**config.mk**
```make
export PLATFORM = sky130hd
export DESIGN_NAME = uart_cmd_rx
export DESIGN_NICKNAME = d
export VERILOG_FILES = /design/src/rtl/uart_cmd_rx.sv
export SDC_FILE = /design/constraint.sdc
export NUM_CORES = 1
export LEC_CHECK = 0
export CELL_PAD_IN_SITES_DETAIL_PLACEMENT = 1
export CELL_PAD_IN_SITES_GLOBAL_PLACEMENT = 1
export CORE_UTILIZATION = 48
export CTS_CLUSTER_SIZE = 10
export DETAILED_ROUTE_END_ITERATION = 10
export PLACE_DENSITY_LB_ADDON = 0.1
export REMOVE_ABC_BUFFERS = 1
export SLEW_MARGIN = 0
export SYNTH_ARGS = -nofsm -noshare
export SYNTH_HDL_FRONTEND = slang
export SYNTH_SLANG_ARGS = --single-unit
```
**constraint.sdc**
```tcl
create_clock -name clk_50M -period 4.4 [get_ports clk_50M]
set_clock_uncertainty 0.15 [all_clocks]
set_input_delay 0.66 -clock clk_50M [delete_from_list [all_inputs] [get_ports clk_50M]]
set_output_delay 0.66 -clock clk_50M [all_outputs]
set_load 0.03 [all_outputs]
```
**src/rtl/uart_cmd_rx.sv**
```systemverilog
// Purpose: 8N1 UART receiver feeding a 5-byte command parser (A5, addr, dhi, dlo, sum) that issues register writes.
// Latency: reg_wr_en/cmd_err 2 cycles and frame_err 1 cycle after the stop-bit sample edge.
// Backpressure: none; receive-only, and every validated command produces its strobe unconditionally.
//
// Ports:
//   clk_50M   - system clock, rising edge
//   rst_n     - asynchronous active-low reset
//   uart_rx   - asynchronous serial input, idle high
//   reg_wr_en - one-cycle write strobe; reg_addr/reg_wdata hold the last written command
//   frame_err - one-cycle pulse on a low stop bit
//   cmd_err   - one-cycle pulse on a checksum mismatch
//   rx_busy   - bit receiver is not idle
module uart_cmd_rx #(
    parameter int CLK_FREQ     = 50_000_000,
    parameter int BAUD         = 115200,
    parameter int TIMEOUT_BITS = 20
) (
    input  logic        clk_50M,
    input  logic        rst_n,
    input  logic        uart_rx,
    output logic        reg_wr_en,
    output logic [7:0]  reg_addr,
    output logic [15:0] reg_wdata,
    output logic        frame_err,
    output logic        cmd_err,
    output logic        rx_busy
);

    localparam int CLKS_PER_BIT = CLK_FREQ / BAUD;
    localparam int CW           = $clog2(CLKS_PER_BIT);
    localparam int TW           = $clog2(TIMEOUT_BITS * CLKS_PER_BIT + 1);

    localparam logic [CW-1:0] HALF_CNT = CW'(CLKS_PER_BIT / 2 - 1);
    localparam logic [CW-1:0] FULL_CNT = CW'(CLKS_PER_BIT - 1);
    localparam logic [TW-1:0] TO_LIMIT = TW'(TIMEOUT_BITS * CLKS_PER_BIT);

    localparam logic [2:0] S_IDLE  = 3'd0;
    localparam logic [2:0] S_START = 3'd1;
    localparam logic [2:0] S_DATA  = 3'd2;
    localparam logic [2:0] S_STOP  = 3'd3;
    localparam logic [2:0] S_WAIT  = 3'd4;

    localparam logic [2:0] P_HDR  = 3'd0;
    localparam logic [2:0] P_ADDR = 3'd1;
    localparam logic [2:0] P_DHI  = 3'd2;
    localparam logic [2:0] P_DLO  = 3'd3;
    localparam logic [2:0] P_SUM  = 3'd4;

    // Synchronizer plus one history flop for start-edge detection.
    logic          sync1_q, sync2_q, rx_prev_q;

    logic [2:0]    rx_state_q, rx_state_d;
    logic [CW-1:0] bit_cnt_q, bit_cnt_d;
    logic [2:0]    bit_idx_q, bit_idx_d;
    logic [7:0]    shift_q, shift_d;
    logic          byte_vld_q, byte_vld_d;
    logic          frame_err_q, frame_err_d;

    logic [2:0]    p_state_q, p_state_d;
    logic [7:0]    addr_q, addr_d, dhi_q, dhi_d, dlo_q, dlo_d;
    logic [TW-1:0] to_cnt_q, to_cnt_d;
    logic [7:0]    reg_addr_q, reg_addr_d;
    logic [15:0]   reg_wdata_q, reg_wdata_d;
    logic          wr_en_q, wr_en_d;
    logic          cmd_err_q, cmd_err_d;
    logic [7:0]    pkt_sum;

    // Bit receiver: the counter restarts at every sample so DATA/STOP samples land mid-bit.
    always_comb begin
        rx_state_d  = rx_state_q;
        bit_cnt_d   = bit_cnt_q;
        bit_idx_d   = bit_idx_q;
        shift_d     = shift_q;
        byte_vld_d  = 1'b0;
        frame_err_d = 1'b0;
        case (rx_state_q)
            S_IDLE: begin
                bit_cnt_d = '0;
                if (rx_prev_q && !sync2_q) rx_state_d = S_START;
            end
            S_START: begin
                if (bit_cnt_q == HALF_CNT) begin
                    bit_cnt_d  = '0;
                    bit_idx_d  = '0;
                    rx_state_d = sync2_q ? S_IDLE : S_DATA;
                end else begin
                    bit_cnt_d = bit_cnt_q + 1'b1;
                end
            end
            S_DATA: begin
                if (bit_cnt_q == FULL_CNT) begin
                    bit_cnt_d = '0;
                    shift_d   = {sync2_q, shift_q[7:1]};
                    bit_idx_d = bit_idx_q + 1'b1;
                    if (bit_idx_q == 3'd7) rx_state_d = S_STOP;
                end else begin
                    bit_cnt_d = bit_cnt_q + 1'b1;
                end
            end
            S_STOP: begin
                if (bit_cnt_q == FULL_CNT) begin
                    bit_cnt_d = '0;
                    if (sync2_q) begin
                        byte_vld_d = 1'b1;
                        rx_state_d = S_IDLE;
                    end else begin
                        frame_err_d = 1'b1;
                        rx_state_d  = S_WAIT;
                    end
                end else begin
                    bit_cnt_d = bit_cnt_q + 1'b1;
                end
            end
            S_WAIT: begin
                if (sync2_q) rx_state_d = S_IDLE;
            end
            default: rx_state_d = S_IDLE;
        endcase
    end

    assign pkt_sum = addr_q + dhi_q + dlo_q;

    // Packet parser. shift_q still holds the completed byte while byte_vld_q is high,
    // since the next byte cannot start shifting until at least half a bit later.
    always_comb begin
        p_state_d   = p_state_q;
        addr_d      = addr_q;
        dhi_d       = dhi_q;
        dlo_d       = dlo_q;
        reg_addr_d  = reg_addr_q;
        reg_wdata_d = reg_wdata_q;
        wr_en_d     = 1'b0;
        cmd_err_d   = 1'b0;

        if (p_state_q == P_HDR || byte_vld_q) to_cnt_d = '0;
        else                                  to_cnt_d = to_cnt_q + 1'b1;

        if (byte_vld_q) begin
            case (p_state_q)
                P_HDR:  if (shift_q == 8'hA5) p_state_d = P_ADDR;
                P_ADDR: begin addr_d = shift_q; p_state_d = P_DHI; end
                P_DHI:  begin dhi_d  = shift_q; p_state_d = P_DLO; end
                P_DLO:  begin dlo_d  = shift_q; p_state_d = P_SUM; end
                P_SUM: begin
                    if (shift_q == pkt_sum) begin
                        reg_addr_d  = addr_q;
                        reg_wdata_d = {dhi_q, dlo_q};
                        wr_en_d     = 1'b1;
                    end else begin
                        cmd_err_d = 1'b1;
                    end
                    p_state_d = P_HDR;
                end
                default: p_state_d = P_HDR;
            endcase
        end else if (p_state_q != P_HDR && (frame_err_q || to_cnt_q == TO_LIMIT)) begin
            // Broken frame or stalled packet: abandon silently.
            p_state_d = P_HDR;
        end
    end

    always_ff @(posedge clk_50M or negedge rst_n) begin
        if (!rst_n) begin
            sync1_q     <= 1'b1;
            sync2_q     <= 1'b1;
            rx_prev_q   <= 1'b1;
            rx_state_q  <= S_IDLE;
            bit_cnt_q   <= '0;
            bit_idx_q   <= '0;
            shift_q     <= '0;
            byte_vld_q  <= 1'b0;
            frame_err_q <= 1'b0;
            p_state_q   <= P_HDR;
            addr_q      <= '0;
            dhi_q       <= '0;
            dlo_q       <= '0;
            to_cnt_q    <= '0;
            reg_addr_q  <= '0;
            reg_wdata_q <= '0;
            wr_en_q     <= 1'b0;
            cmd_err_q   <= 1'b0;
        end else begin
            sync1_q     <= uart_rx;
            sync2_q     <= sync1_q;
            rx_prev_q   <= sync2_q;
            rx_state_q  <= rx_state_d;
            bit_cnt_q   <= bit_cnt_d;
            bit_idx_q   <= bit_idx_d;
            shift_q     <= shift_d;
            byte_vld_q  <= byte_vld_d;
            frame_err_q <= frame_err_d;
            p_state_q   <= p_state_d;
            addr_q      <= addr_d;
            dhi_q       <= dhi_d;
            dlo_q       <= dlo_d;
            to_cnt_q    <= to_cnt_d;
            reg_addr_q  <= reg_addr_d;
            reg_wdata_q <= reg_wdata_d;
            wr_en_q     <= wr_en_d;
            cmd_err_q   <= cmd_err_d;
        end
    end

    assign reg_wr_en = wr_en_q;
    assign reg_addr  = reg_addr_q;
    assign reg_wdata = reg_wdata_q;
    assign frame_err = frame_err_q;
    assign cmd_err   = cmd_err_q;
    assign rx_busy   = (rx_state_q != S_IDLE);

endmodule
```
Yosys cells after proc, flatten, opt, wreduce, memory -nomap -nowiden
Cells that the tools add are included.
{ "word_totals": {"register_bits": 95, "latch_bits": 0, "mem_bits_rw": 0, "rom_bits": 0, "inputBits": 3, "wordCells": 97, "mem_count": 0} }
{ "op_classes": {"n_addsub": 5, "n_mul": 0, "n_div": 0, "magnitude_cmp": 0, "n_eq_ne": 21, "n_shift": 0, "muxes": 32, "n_bitwise": 0, "reduce_logical": 21} }
{ "op_table": {"columns": ["cell", "count"], "rows": [
  ["$mux W3", 12],
  ["$pmux W9 S3", 1],
  ["$mux W9", 2],
  ["$add A8 B8 Y8", 2],
  ["$pmux W3 S5", 1],
  ["$add A14 B1 Y14 const B", 1],
  ["$eq A14 B14 Y1 const B", 1],
  ["$mux W14", 1],
  ["$eq A3 B2 Y1 const B", 4],
  ["$mux W1", 12],
  ["$ne A2 B2 Y1 const B", 6],
  ["$pmux W3 S4", 1],
  ["$reduce_and A2 Y1", 5],
  ["$add A9 B1 Y9 const B", 1],
  ["$eq A3 B3 Y1 const B", 3],
  ["$eq A9 B8 Y1 const B", 1],
  ["$eq A9 B9 Y1 const B", 1],
  ["$reduce_bool A3 Y1", 3],
  ["$eq A8 B8 Y1", 1],
  ["$eq A8 B8 Y1 const B", 1],
  ["$eq A3 B1 Y1 const B", 2],
  ["$logic_not A3 Y1", 2],
  ["$pmux W3 S2", 1],
  ["$reduce_and A3 Y1", 2],
  ["other kinds (9)", 12]
]} }

Longest topological paths before layout
{ "logic_depth": {"depth_word": 6, "mapped_depth": 12, "depth_no_buf": 11} }

Worst setup path after synthesis
OpenSTA, ideal clock, no wires.
{ "synth_timing": {"kind": "register to register", "startpoint": "register addr_q[1]", "endpoint": "register reg_wdata_q[10] (netlist: reg_wdata[10])", "setup_time_ns": 0.125, "t_arrival_ns": 3.103, "slack_ns": 1.022, "stages_incl_launch_ff": 11, "n_path_buf": 1, "period_less_slack_ns": 3.378, "path_cell_list": "dfrtp_1 > fa_1 > ha_1 > fa_1 > a21o_1 > a21oi_1 > o21ai_0 > xnor2_1 > nor4_4 > buf_6 > mux2_2"} }
{ "synth_via": {"elab_chain_len": 4} }
{ "synth_rtl": {"columns": ["element", "line_no", "source"], "rows": [
  ["start, declared", "60", "logic [7:0] addr_q, addr_d, dhi_q, dhi_d, dlo_q, dlo_d;"],
  ["start signal, assigned", "193", "addr_q <= addr_d;"],
  ["$add A8 B8 Y8 (2 in series)", "121", "assign pkt_sum = addr_q + dhi_q + dlo_q;"],
  ["$eq A8 B8 Y1", "145", "if (shift_q == pkt_sum) begin"],
  ["$reduce_and A3 Y1 (no source line)", null, null],
  ["end signal, assigned", "198", "reg_wdata_q <= reg_wdata_d;"],
  ["end, declared", "63", "logic [15:0] reg_wdata_q, reg_wdata_d;"]
]} }
Every way passes these cells.
A chain may end at the register's enable or synchronous reset.

Worst setup path after layout
{ "layout_timing": {"startpoint": "register addr_q[1]", "endpoint": "register reg_wdata_q[15] (netlist: reg_wdata[15])"} }
The elaborated chain is that of the path after synthesis.

==> results.txt <==
Outcome: finished with violations
Violated checks: DRC
Cells after Synth: 372
Mapped Avg Cell Area: 11.9 µm²
First-pass GRT wire length: 15.2 mm
Commonest cells after routing, fill and taps aside: dfrtp_1, mux2_2, nand2_1
CP Data Arrival Time: 3.91 ns
Relative slew slack: 0.357
Remaining DRCs: 1
MaxCap Viol Count: 0
Clk sinks: 95
Post-synth EDFFs: 0
Final ANT Viol Nets: 0
Peak VDD IR: 0.227 mV
Critical path's slowest cell: nor4_4
Pleak: 2.40 nW
Bufs and invs on worst path: 1
Input/output buffers: 30
Final estimated routing congestion in global placement: 0.767
DR iter-0 viols: 45
Crit. End Element: register
Max-slew violation count: 0
Routed WL: 8.50 mm
Setup TNS: 0 ns
Final period demand of the worst path: 3.82 ns
Synth Flop Type: dfrtp_1
Post-CTS Hold Fix Bufs: 0
RSZ-0062 raised after global routing: no
H-tree Lvls: 3
Post-synth ARST share: 1.00
Vias in the first global route: 3022
Delay-heaviest family, CP: adder cells
Largest net degree at the start of global routing: 65
Final hold violations: 0
Post-synthesis cell area: 4430 µm²
Worst path required time: 4.49 ns
Max incr delay on CP: 0.55 ns
Io pins: 31
CTS root buffer: clkbuf_8
Die Span X: 98.1 µm
Least-Margin Pin Slew: 0.961 ns
Yosys Warn Count: 0
Avg WL per Cell: 16.4 µm
Flop and latch count out of synthesis: 95
Die area: 9630 µm²
Most common cell after layout, fill and taps aside: dfrtp_1
Fillcell total: 934
Clk buf depth: 2
Setup crit start kind: register
Std-Cell Rows: 34
Crit path kind: register to register
Via count: 2803
Remaining Overflow, GRT: 0
Clock latency on the worst-skew pair: 0.36 ns
Hold Crit Class: register to register
Final Instance Area: 5020 µm²
Worst hold slack: 0.210 ns
P per Cell Area: 321 nW/µm²
Register area share after synthesis: 0.537
DP Area: 4840 µm²
Core Area: 8850 µm²
CP most frequent cell: fa_1
Die Y: 98.1 µm
Vias per std cell: 5.42
Hpwl dp: 5.89 mm
CP cell instances: fa_1 -> ha_1 -> fa_1 -> a21o_1 -> a21oi_1 -> o21ai_0 -> xnor2_1 -> nor4_4 -> buf_12 -> mux2_2
Post-CTS Setup Inserts: 0
P&R area growth vs syn: 13.3%
Total GRT Usage: 0.201
CTS buffer count: 9
Diodes inserted: 0
CTS tree: built
Unique masters post-synth: 43
Fraction of layout cells with a size suffix above 1: 0.176
Final Setup Violations: 0
Initial antenna violation count: 0
Final worst-path cycle share: 0.868
Initial Utilization: 0.501
Pre-antenna DRT Iters: 7
F_max: 262 MHz
Worst-path fanout max: 19
Post-cts repair resize count: 0
Clock transition at path regs: 0.09 ns
Final nets: 428
through the flow:
step	utilization	setup WS, ns	cells	power, mW
final	0.568	0.579	517	1.61
after global routing	0.568	0.309	517	1.70
after CTS	0.568	0.521	517	1.64
after detailed placement	0.547	0.549	501	1.10
after global placement	0.547	0.773	501	1.09
after floorplan	-	0.644	360	1.03
flip-flops by register name (all words and copies together) (netlist names), 3 cells and up:
name        flops
bit_idx_q       3
reg_wdata      16
dhi_q           8
reg_addr        8
addr_q          8
p_state_q       3
dlo_q           8
shift_q         8
to_cnt_q       14
rx_state_q      3
bit_cnt_q       9
final cells by class:
cell class / count / area (µm²) / share of cell area
clock buffers: 11 / 141 / 0.0281
clock inverters: 5 / 41.3 / 0.00822
inverters: 11 / 41.3 / 0.00822
multi-input cells: 254 / 1950 / 0.388
flip-flops and latches: 95 / 2380 / 0.474
well taps: 108 / 135 / 0.0269
repair buffers: 33 / 333 / 0.0662
cells by family after synthesis:
| group | Yosys count | synth area share |
|---|---|---|
| AO/OA/AOI/OAI | 38 | 0.0573 |
| XOR/XNOR | 29 | 0.0573 |
| adder cells (fa/ha/maj) | 21 | 0.0728 |
| buffers and inverters | 23 | 0.0229 |
| flip-flops | 95 | 0.537 |
| multiplexers | 47 | 0.119 |
| AND/OR/NAND/NOR | 119 | 0.133 |
routing by layer:
layer	wire length (µm)	vias to the layer above	GRT usage
met5	0	-	0
met1	4130	1421	0.279
met3	175	9	0.0372
met2	4100	28	0.328
li1	-	1345	-
met4	96	0	0.0524
Yosys cell counts (3+ instances only):
| cell type | count | area, µm² |
|---|---|---|
| a21oi_1 | 9 | 45.0 |
| a22o_1 | 4 | 35.0 |
| and3_1 | 3 | 18.8 |
| clkbuf_1 | 10 | 37.5 |
| dfrtp_1 | 92 | 2300 |
| dfstp_2 | 3 | 78.8 |
| fa_1 | 8 | 160 |
| ha_1 | 13 | 163 |
| inv_1 | 11 | 41.3 |
| mux2_2 | 47 | 529 |
| nand2_1 | 42 | 158 |
| nand2b_1 | 3 | 18.8 |
| nand3_1 | 8 | 40.0 |
| nand4_1 | 4 | 25.0 |
| nand4b_1 | 3 | 26.3 |
| nor2_1 | 30 | 113 |
| nor3_1 | 5 | 25.0 |
| nor3b_1 | 3 | 22.5 |
| o21ai_0 | 12 | 60.1 |
| or3_1 | 7 | 43.8 |
| xnor2_1 | 14 | 123 |
| xor2_1 | 15 | 131 |
power breakdown:
group	switching, mW	internal [mW]	leakage (nW)
Combinational	0.0931	0.0583	1.00
Sequential	0.0360	0.892	1.31
Clock	0.308	0.227	0.0866
Total	0.437	1.18	2.40
final timing paths:
check / slack (ns) / startpoint / endpoint / cells after the start
max: 0.58 / addr_q[1] / reg_wdata[15] / 10
min: 0.21 / sync1_q / sync2_q / 0
max reg2reg: 0.58 / addr_q[1] / reg_wdata[15] / 10
min reg2reg: 0.21 / sync1_q / sync2_q / 0
max in group asynchronous: 2.91 / rst_n / reg_wdata[0] / 2
min in group asynchronous: 0.23 / rst_n / to_cnt_q[12] / 1
Power figures use the tool's default switching activity.
